===== src/rtl/rr_arbiter_pkg.sv =====
// Shared types and defaults for the round-robin arbiter.
// Default build sizes: 8 requesters, 3-bit index, 16-cycle hold limit.
package rr_arbiter_pkg;

    typedef enum logic {
        IDLE = 1'b0,
        BUSY = 1'b1
    } state_t;

    localparam int N_DEF        = 8;
    localparam int IDX_W_DEF    = 3;
    localparam int MAX_HOLD_DEF = 16;
    localparam int CNT_W_DEF    = 5;

    // OR-reduction encoder; it is only ever fed a one-hot or all-zero vector.
    // It is 16 bits wide so that it covers every legal N.
    function automatic logic [3:0] onehot_to_idx(input logic [15:0] oh);
        logic [3:0] idx;
        idx = '0;
        for (int i = 0; i < 16; i++) begin
            if (oh[i]) idx = idx | 4'(i);
        end
        return idx;
    endfunction

endpackage


===== src/rtl/rr_pick.sv =====
// Rotating-priority search: the first candidate after last_ptr, ascending and wrapping.
// Candidates are req with the bits in excl_mask removed.
import rr_arbiter_pkg::*;

module rr_pick #(
    parameter int N     = N_DEF,
    parameter int IDX_W = $clog2(N)
) (
    input  logic [N-1:0]     req,
    input  logic [IDX_W-1:0] last_ptr,
    input  logic [N-1:0]     excl_mask,
    output logic [IDX_W-1:0] winner,
    output logic             found
);

    logic [N-1:0]     cand;
    logic [IDX_W-1:0] probe;

    assign cand = req & ~excl_mask;

    // N is a power of two, so the IDX_W-bit add wraps modulo N for free.
    always_comb begin
        winner = '0;
        found  = 1'b0;
        probe  = '0;
        for (int k = 1; k <= N; k++) begin
            probe = last_ptr + IDX_W'(k);
            if (!found && cand[probe]) begin
                found  = 1'b1;
                winner = probe;
            end
        end
    end

endmodule


===== src/rtl/rr_arbiter8.sv =====
// Round-robin arbiter: the owner keeps its grant while it requests, and the grant rotates on release.
// Optional hold-time limit with forced release, enabled by defining RR_HOLD_TIMEOUT_EN.
import rr_arbiter_pkg::*;

module rr_arbiter8 #(
    parameter int N     = N_DEF,
    parameter int IDX_W = $clog2(N)
`ifdef RR_HOLD_TIMEOUT_EN
    ,
    parameter int MAX_HOLD = MAX_HOLD_DEF,
    parameter int CNT_W    = CNT_W_DEF
`endif
) (
    input  logic             clk,
    input  logic             rst_n,
    input  logic             en,
    input  logic [N-1:0]     req,
    output logic [N-1:0]     gnt,
    output logic [IDX_W-1:0] gnt_idx,
    output logic             gnt_valid,
    output logic             timeout
);

    // state | meaning
    // IDLE  | no owner, gnt is all-zero
    // BUSY  | the owner is gnt_idx and it holds gnt

    state_t           state_q, state_d;
    logic [N-1:0]     gnt_d;
    logic [IDX_W-1:0] last_ptr_q, last_ptr_d;
    logic [IDX_W-1:0] search_ptr, winner;
    logic [N-1:0]     excl_mask;
    logic             found, owner_req, expire, rotate;

    assign gnt_idx   = IDX_W'(onehot_to_idx(16'(gnt)));
    assign gnt_valid = |gnt;
    assign owner_req = |(req & gnt);

`ifdef RR_HOLD_TIMEOUT_EN
    logic [CNT_W-1:0] hold_cnt_q;

    assign expire = (state_q == BUSY) && owner_req && (hold_cnt_q == CNT_W'(MAX_HOLD - 1));

    // The count is cleared on every new grant, including when the same owner is granted again.
    always_ff @(posedge clk or negedge rst_n) begin
        if (!rst_n) begin
            hold_cnt_q <= '0;
            timeout    <= 1'b0;
        end else begin
            timeout <= expire;
            if (expire || gnt_d != gnt)
                hold_cnt_q <= '0;
            else if (state_q == BUSY)
                hold_cnt_q <= hold_cnt_q + 1'b1;
        end
    end
`else
    assign expire  = 1'b0;
    assign timeout = 1'b0;
`endif

    // On release the search starts just after the owner, so the owner has the lowest priority.
    assign rotate     = (state_q == BUSY) && (!owner_req || expire);
    assign search_ptr = rotate ? gnt_idx : last_ptr_q;
    assign excl_mask  = rotate ? gnt : '0;

    rr_pick #(.N(N), .IDX_W(IDX_W)) u_pick (
        .req      (req),
        .last_ptr (search_ptr),
        .excl_mask(excl_mask),
        .winner   (winner),
        .found    (found)
    );

    always_comb begin
        state_d    = state_q;
        gnt_d      = gnt;
        last_ptr_d = last_ptr_q;
        case (state_q)
            IDLE: begin
                if (en && found) begin
                    state_d = BUSY;
                    gnt_d   = N'(1) << winner;
                end
            end
            BUSY: begin
                if (rotate) begin
                    last_ptr_d = gnt_idx;
                    if (en && found) begin
                        gnt_d = N'(1) << winner;
                    end else if (en && expire) begin
                        gnt_d = gnt;
                    end else begin
                        gnt_d   = '0;
                        state_d = IDLE;
                    end
                end
            end
            default: begin
                state_d = IDLE;
                gnt_d   = '0;
            end
        endcase
    end

    always_ff @(posedge clk or negedge rst_n) begin
        if (!rst_n) begin
            state_q    <= IDLE;
            gnt        <= '0;
            last_ptr_q <= IDX_W'(N - 1);
        end else begin
            state_q    <= state_d;
            gnt        <= gnt_d;
            last_ptr_q <= last_ptr_d;
        end
    end

endmodule


===== config.mk =====
export PLATFORM = sky130hd
export DESIGN_NAME = rr_arbiter8
export DESIGN_NICKNAME = d
export VERILOG_FILES = /design/src/rtl/rr_arbiter_pkg.sv /design/src/rtl/rr_pick.sv /design/src/rtl/rr_arbiter8.sv
export SDC_FILE = /design/constraint.sdc
export NUM_CORES = 1
export LEC_CHECK = 0
export BUFFER_PORTS_ARGS = -buffer_cell sky130_fd_sc_hd__buf_2
export CAP_MARGIN = 10
export CORE_UTILIZATION = 53
export CTS_CLUSTER_SIZE = 20
export DETAILED_ROUTE_END_ITERATION = 12
export PLACE_DENSITY = 0.79
export SYNTH_ARGS = -nofsm -noshare
export SYNTH_HDL_FRONTEND = slang
export SYNTH_SLANG_ARGS = --single-unit

===== constraint.sdc =====
create_clock -name clk -period 4.01 [get_ports clk]
set_input_delay 1.0025 -clock clk [delete_from_list [all_inputs] [get_ports clk]]
set_output_delay 1.0025 -clock clk [all_outputs]
set_load 0.01 [all_outputs]

==> reports/metrics.csv, run 1 <==
stage,metric,value,unit
setup_path,crit_buf_inv,2,
outcome,violations,setup timing,
synthesis,synth_fp_nets,230,
setup_path,critPathRequiredTime,4200,ps
cts,clkLatencyLatePin,280,ps
sta,slew_violations,0,
floorplanning,initial_core_util,56.7,%
sta,worst_pin_slew,692,ps
setup_path,critPathArrivalTime,4350,ps
synthesis,yosysUniqueCellTypes,60,
detailed_routing,dr_total_vias,2212,
cells_and_area,fin_nets,298,
synthesis,synthArstFlopShare,100,%
cells_and_area,syn2layout_area_growth,41.5,%
sta,post-route-min-period,4160,ps
setup_path,startpoint,req[3],
cts,cts_hold_buf,0,
cells_and_area,design_area,2490,µm²
detailed_routing,ant_nets,0,
grt,antenna_found_initial,0,
sta,fin_crit_sh,104,%
cells_and_area,fillers,221,
cells_and_area,layout-drive-gt1-share,47.5,%
cts,htreeDepth,1,
setup_path,rr_startpoint,gnt[6],
synthesis,synth_ff_type,dfrtp_1,
cts,clockBufferDepth,2,
min_path,hp-class,input port to asynchronous set/reset pin,
setup_path,worstPathMaxFanout,6,
grt,grt_max_degree,15,
synthesis,ys_ff_latch,12,
cts,cts-buffers-inserted,3,
sta,finalSetupViolations,8,
detailed_routing,drc_errors,0,
grt,grt_overflow,0,
placement,placed_cell_area,2290,µm²
floorplanning,die_h,59.6,µm
sta,fin_ws,-148,ps
sta,fmax,240,MHz
grt,grt_pass1_wl,9640,µm
setup_path,end_kind,flip-flop,
cells_and_area,multi_input_area,1500,µm²
synthesis,ys_warn_count,0,
detailed_routing,drtIter0Drc,237,
setup_path,critical_path.top_delay_family,compound AO/OA/AOI/OAI gates,
setup_path,worst_path_max_delay_cell,mux4_2,
sta,relSlewSlack,53.6,%
setup_path,start_kind,input port,
sta,hold_viol,0,
job,maxCapViolations,0,
cts,clkTransAtPathRegs,80,ps
cts,cts_sinks,12,
detailed_routing,dr.pass1.iters,7,
outcome,status,"finished, violations left",
sta,finClkSkew,7.49,ps
cells_and_area,diodes,0,
cts,cts_tree,yes,
synthesis,synth_area,1760,µm²
floorplanning,ios,24,
floorplanning,core_area,3100,µm²
cells_and_area,final_cell_mix,"53 x buf_4, 21 x buf_2, 18 x nand2_1",
placement,io_buffers,22,
cts,cts.root.buffer_cell,clkbuf_4,
floorplanning,core.rowCount,20,
synthesis,avgSynthCellArea,8.11,µm²
grt,groute.usage.overall,36.6,%
cells_and_area,regArea,304,µm²
setup_path,r2r-end,gnt[6],
synthesis,synth_edf_count,0,
cells_and_area,final_common_cell,buf_4,
detailed_routing,viasPerCell,6.74,
synthesis,syn_inst,217,
detailed_routing,avgRoutedWirePerCell,19.9,µm
synthesis,synth_seq_area_share,17.3,%
setup_path,max_stage_delay,590,ps
setup_path,path_cells,buf_6 -> a222oi_1 -> and3_1 -> a21oi_2 -> or2_1 -> ha_4 -> inv_4 -> mux4_2 -> nor3b_2 -> a21boi_2 -> a21oi_1 -> o211a_1 -> o31ai_4,
setup_path,worstSetupPathType,input port to flip-flop,
placement,place.gp.congestion,0.920,
placement,dp_hpwl,4780,µm
detailed_routing,wirelength,6510,µm
setup_path,worst_r2r_path_depth,12,
floorplanning,die_x,59.6,µm
sta,rsz0062_at_grt,yes,
setup_path,rrSetupSlack,200,ps
grt,grt_pass1_vias,2027,
floorplanning,die_area,3560,µm²
[logic make-up after synthesis]
logic type      share of synthesized area [%]
buf+inv                                  7.18
other cells                             0.213
xor+xnor                                0.995
simple gates                             21.0
flops                                    17.3
compound gates                           36.4
fa+ha+maj                                1.42
mux                                      15.6
[worst reg2reg max path: stages (launching register included)]
cell      delay [ps]
dfrtp_1          460
a222oi_1         410
and3_1           280
a21oi_2           60
or2_1            280
ha_4             260
inv_4             70
mux4_2           590
nor3b_2          320
a21boi_2         290
a21oi_1          130
o211a_1          340
o31ai_4          270
[worst max-delay path by stage]
stage / to / depth (start not counted)
finish: gnt[6] / 13
global route: gnt[6] / 13
CTS: gnt[3] / 13
floorplan: gnt[1] / 15
global placement: gnt[6] / 14
detailed placement: gnt[0] / 14
[per-stage QoR]
stage	util [%]	hold slack (ps)	cells	setup TNS, ps	worst slack, ps
floorplan	-	478	217	-2630	-337
global placement	74.0	542	322	-1890	-298
detailed placement	74.0	566	322	-2770	-414
CTS	76.1	582	327	-5.43	-2.76
global route	80.3	597	328	-1650	-243
finish	80.3	575	328	-898	-148
[layout make-up]
class	count	share of cell area (%)
Sequential cell	12	12.2
Inverter	14	2.31
Clock buffer	4	1.46
Multi-Input combinational cell	177	60.3
Tap cell	44	2.21
Timing Repair Buffer	77	21.5
[cells in the mapped netlist, drive strengths merged (2+ instances only)]
library cell | n | area [µm²]
or4 | 2 | 15.0
a221oi | 2 | 17.5
dfstp | 3 | 78.8
o31ai | 11 | 82.6
xnor2 | 2 | 17.5
nand3 | 13 | 65.1
o21ai | 9 | 71.3
o211ai | 3 | 22.5
and3 | 2 | 12.5
nand2b | 2 | 12.5
mux4 | 5 | 113
a31o | 2 | 17.5
clkbuf | 5 | 18.8
ha | 2 | 25.0
or2 | 5 | 31.3
buf | 9 | 52.6
inv | 14 | 55.1
nor2 | 9 | 36.3
a211oi | 9 | 67.6
nor4 | 6 | 37.5
a32oi | 6 | 52.6
nor3 | 5 | 25.0
dfrtp | 9 | 225
nand2 | 19 | 78.8
a21boi | 3 | 22.5
a21oi | 15 | 75.1
a311oi | 4 | 41.3
a22oi | 5 | 37.5
or3 | 2 | 12.5
mux2i | 9 | 90.1
mux2 | 6 | 71.3
o211a | 2 | 20.0
nand3b | 2 | 15.0
[per-layer routing]
layer | GRT usage (%) | vias to the layer above | share of wire, %
met2 | 60.8 | 115 | 49
met3 | 4.37 | 26 | 8.1
li1 | - | 998 | -
met1 | 49.9 | 1073 | 40
met5 | 0 | - | 0
met4 | 10.6 | 0 | 2.9
[registers in the layout (all words and copies together) (netlist names)]
signal,count
state_q,1
gnt,8
last_ptr_q,3
[what timing repair did]
action / CTS / global route
setup buffers: 1 / 2
setup endpoints to repair: 8 / 8
gates resized for setup: 5 / 23
pin swaps: 3 / 14
Power of run 1 is left out: the tool's default activity adds up to more than one toggle a clock period on the data nets, which glitch-free logic cannot reach.
==> run 2, diff against run 1 <==
==> constraint.sdc (replaced) <==
create_clock -name clk -period 4.01 [get_ports clk]
set_input_delay 0.802 -clock clk [delete_from_list [all_inputs] [get_ports clk]]
set_output_delay 0.802 -clock clk [all_outputs]
set_load 0.01 [all_outputs]
==> run 2 against run 1 <==
- the run now ends clean
- maximum frequency up 7.6%
- via count decreased by 4.9%
- flip-flop and latch count unchanged
- routed wire length is 14% lower
- critical path depth is the same
==> reports/metrics.csv, run 2 (synthesized netlist as in run 1, its figures left out) <==
stage,metric,value,unit,change
placement,place_ws,-144,ps,+270 ps
detailed_routing,wirelength,5600,µm,-14%
detailed_routing,drc_errors,0,,unchanged
cells_and_area,fin_nets,291,,-2.3%
grt,grt_overflow,0,,unchanged
sta,finClkSkew,1.54,ps,-5.95 ps
placement,place.gp.congestion,0.914,,-0.62%
setup_path,critPathArrivalTime,4040,ps,-310 ps
cts,cts_tree,yes,,
cells_and_area,final_cells,321,,-2.1%
setup_path,rrSetupSlack,300,ps,+100 ps
cells_and_area,regMostFlops,gnt,,
grt,grt_pass1_wl,8910,µm,-7.6%
cts,post_cts.repair.setup_buffers,0,,-1
floorplanning,core.rowCount,20,,unchanged
cts,htreeDepth,1,,unchanged
grt,grt_pass1_vias,1930,,-4.8%
sta,fin_ws,145,ps,+293 ps
placement,placed_cell_area,2260,µm²,-1.6%
sta,fmax,259,MHz,+7.6%
cts,clkTransAtPathRegs,70,ps,about the same
placement,io_buffers,22,,unchanged
cts,cts_sinks,12,,unchanged
setup_path,worstPathMaxFanout,6,,unchanged
setup_path,start_kind,input port,,
detailed_routing,ant_nets,0,,unchanged
cells_and_area,final_cell_mix,"48 x buf_4, 22 x buf_2, 18 x nand2_1",,
grt,groute.usage.overall,34.1,%,-2.5 points
min_path,hp-class,input port to asynchronous set/reset pin,,
sta,worst_pin_slew,659,ps,-32.7 ps
setup_path,worst_r2r_path_depth,12,,unchanged
cells_and_area,largest_reg_flops,8,,unchanged
sta,slew_violations,0,,unchanged
placement,dp_hpwl,4480,µm,-6.3%
floorplanning,ios,24,,unchanged
detailed_routing,dr_total_vias,2104,,-4.9%
sta,post-route-min-period,3870,ps,-293 ps
cells_and_area,diodes,0,,unchanged
sta,hold_viol,0,,unchanged
detailed_routing,dr.pass1.iters,5,,-2
cts,cts.root.buffer_cell,clkbuf_4,,
cells_and_area,layout-drive-gt1-share,39.4,%,-8.2 points
floorplanning,die_h,59.6,µm,unchanged
sta,finalSetupViolations,0,,-8
grt,antenna_found_initial,0,,unchanged
cts,cts-buffers-inserted,3,,unchanged
grt,grt_max_degree,15,,unchanged
floorplanning,core_area,3100,µm²,unchanged
floorplanning,initial_core_util,56.7,%,unchanged
floorplanning,die_x,59.6,µm,unchanged
cells_and_area,syn2layout_area_growth,30.6,%,
outcome,status,finished clean,,
setup_path,worstSetupPathType,input port to flip-flop,,
cts,clkLatencyLatePin,280,ps,about the same
cells_and_area,design_area,2300,µm²,-7.7%
setup_path,rr_startpoint,gnt[6],,
cells_and_area,final_common_cell,buf_4,,
sta,rsz0062_at_grt,yes,,
cells_and_area,fillers,262,,+19%
detailed_routing,avgRoutedWirePerCell,17.4,µm,-12%
detailed_routing,viasPerCell,6.55,,-2.8%
floorplanning,die_area,3560,µm²,unchanged
cts,clockBufferDepth,2,,unchanged
job,maxCapViolations,0,,unchanged
placement,dp_cells,317,,-1.6%
setup_path,end_kind,flip-flop,,
setup_path,r2r-end,gnt[3],,
sta,relSlewSlack,55.7,%,+2.1 points
cells_and_area,largestRegisters,"gnt: 8 flops, last_ptr_q: 3 flops, state_q: 1 flops",,
detailed_routing,drtIter0Drc,305,,+29%
setup_path,critPathRequiredTime,4190,ps,about the same
sta,fin_crit_sh,96.4,%,-7.3 points
run 2: cell count changes in the layout (fill, tap and decap cells not counted), sizes merged:
cell and delta:
buf -7
run 2: area by class of cell:
type                            instances  area, µm²  share of cell area (%)
Clock buffer                            4       26.3                    1.14
Inverter                               14       57.6                    2.50
Multi-Input combinational cell        177       1390                    60.3
Sequential cell                        12        304                    13.2
Tap cell                               44       55.1                    2.40
Timing Repair Buffer                   70        470                    20.5
run 2: worst max path at each step:
stage,from,end,slack (ps),cells after the start
detailed placement,req[3],gnt[0],-140,14
global placement,req[3],gnt[6],-100,14
floorplan,req[3],gnt[1],-140,15
CTS,req[3],gnt[0],130,14
finish,req[3],gnt[3],140,13
global route,req[3],gnt[5],-4,14
run 2: repair_timing:
action / 4_1_cts / 5_1_grt
hold buffers: 0 / 0
resized for setup: 0 / 3
setup endpoints to repair: 0 / 5
run 2: worst max-delay path: stages:
cell and delay (ps):
buf_2 110, a222oi_1 350, buf_4 180, nand3_2 60
buf_4 170, o21ai_1 290, a32oi_1 180, mux4_2 540
nor3b_2 200, o21ai_2 130, o311a_1 240, or4b_4 500
o31ai_1 290
run 2: per-stage QoR:
stage | hold WS (ps) | TNS (ps) | util (%)
2_1_floorplan | 478 | -1030 | -
3_3_place_gp | 541 | -263 | 72.7
3_5_place_dp | 553 | -792 | 72.7
4_1_cts | 379 | 0 | 73.6
5_1_grt | 388 | -4.45 | 74.1
6_report | 382 | 0 | 74.1
run 2: layer usage:
layer	vias up	global-route usage, %	wire, µm
met2	133	56.7	2590
met5	-	0	0
met1	976	45.0	2250
met3	15	5.02	630
met4	0	12.0	123
li1	980	-	-
Power of run 2 is left out for the same reason.
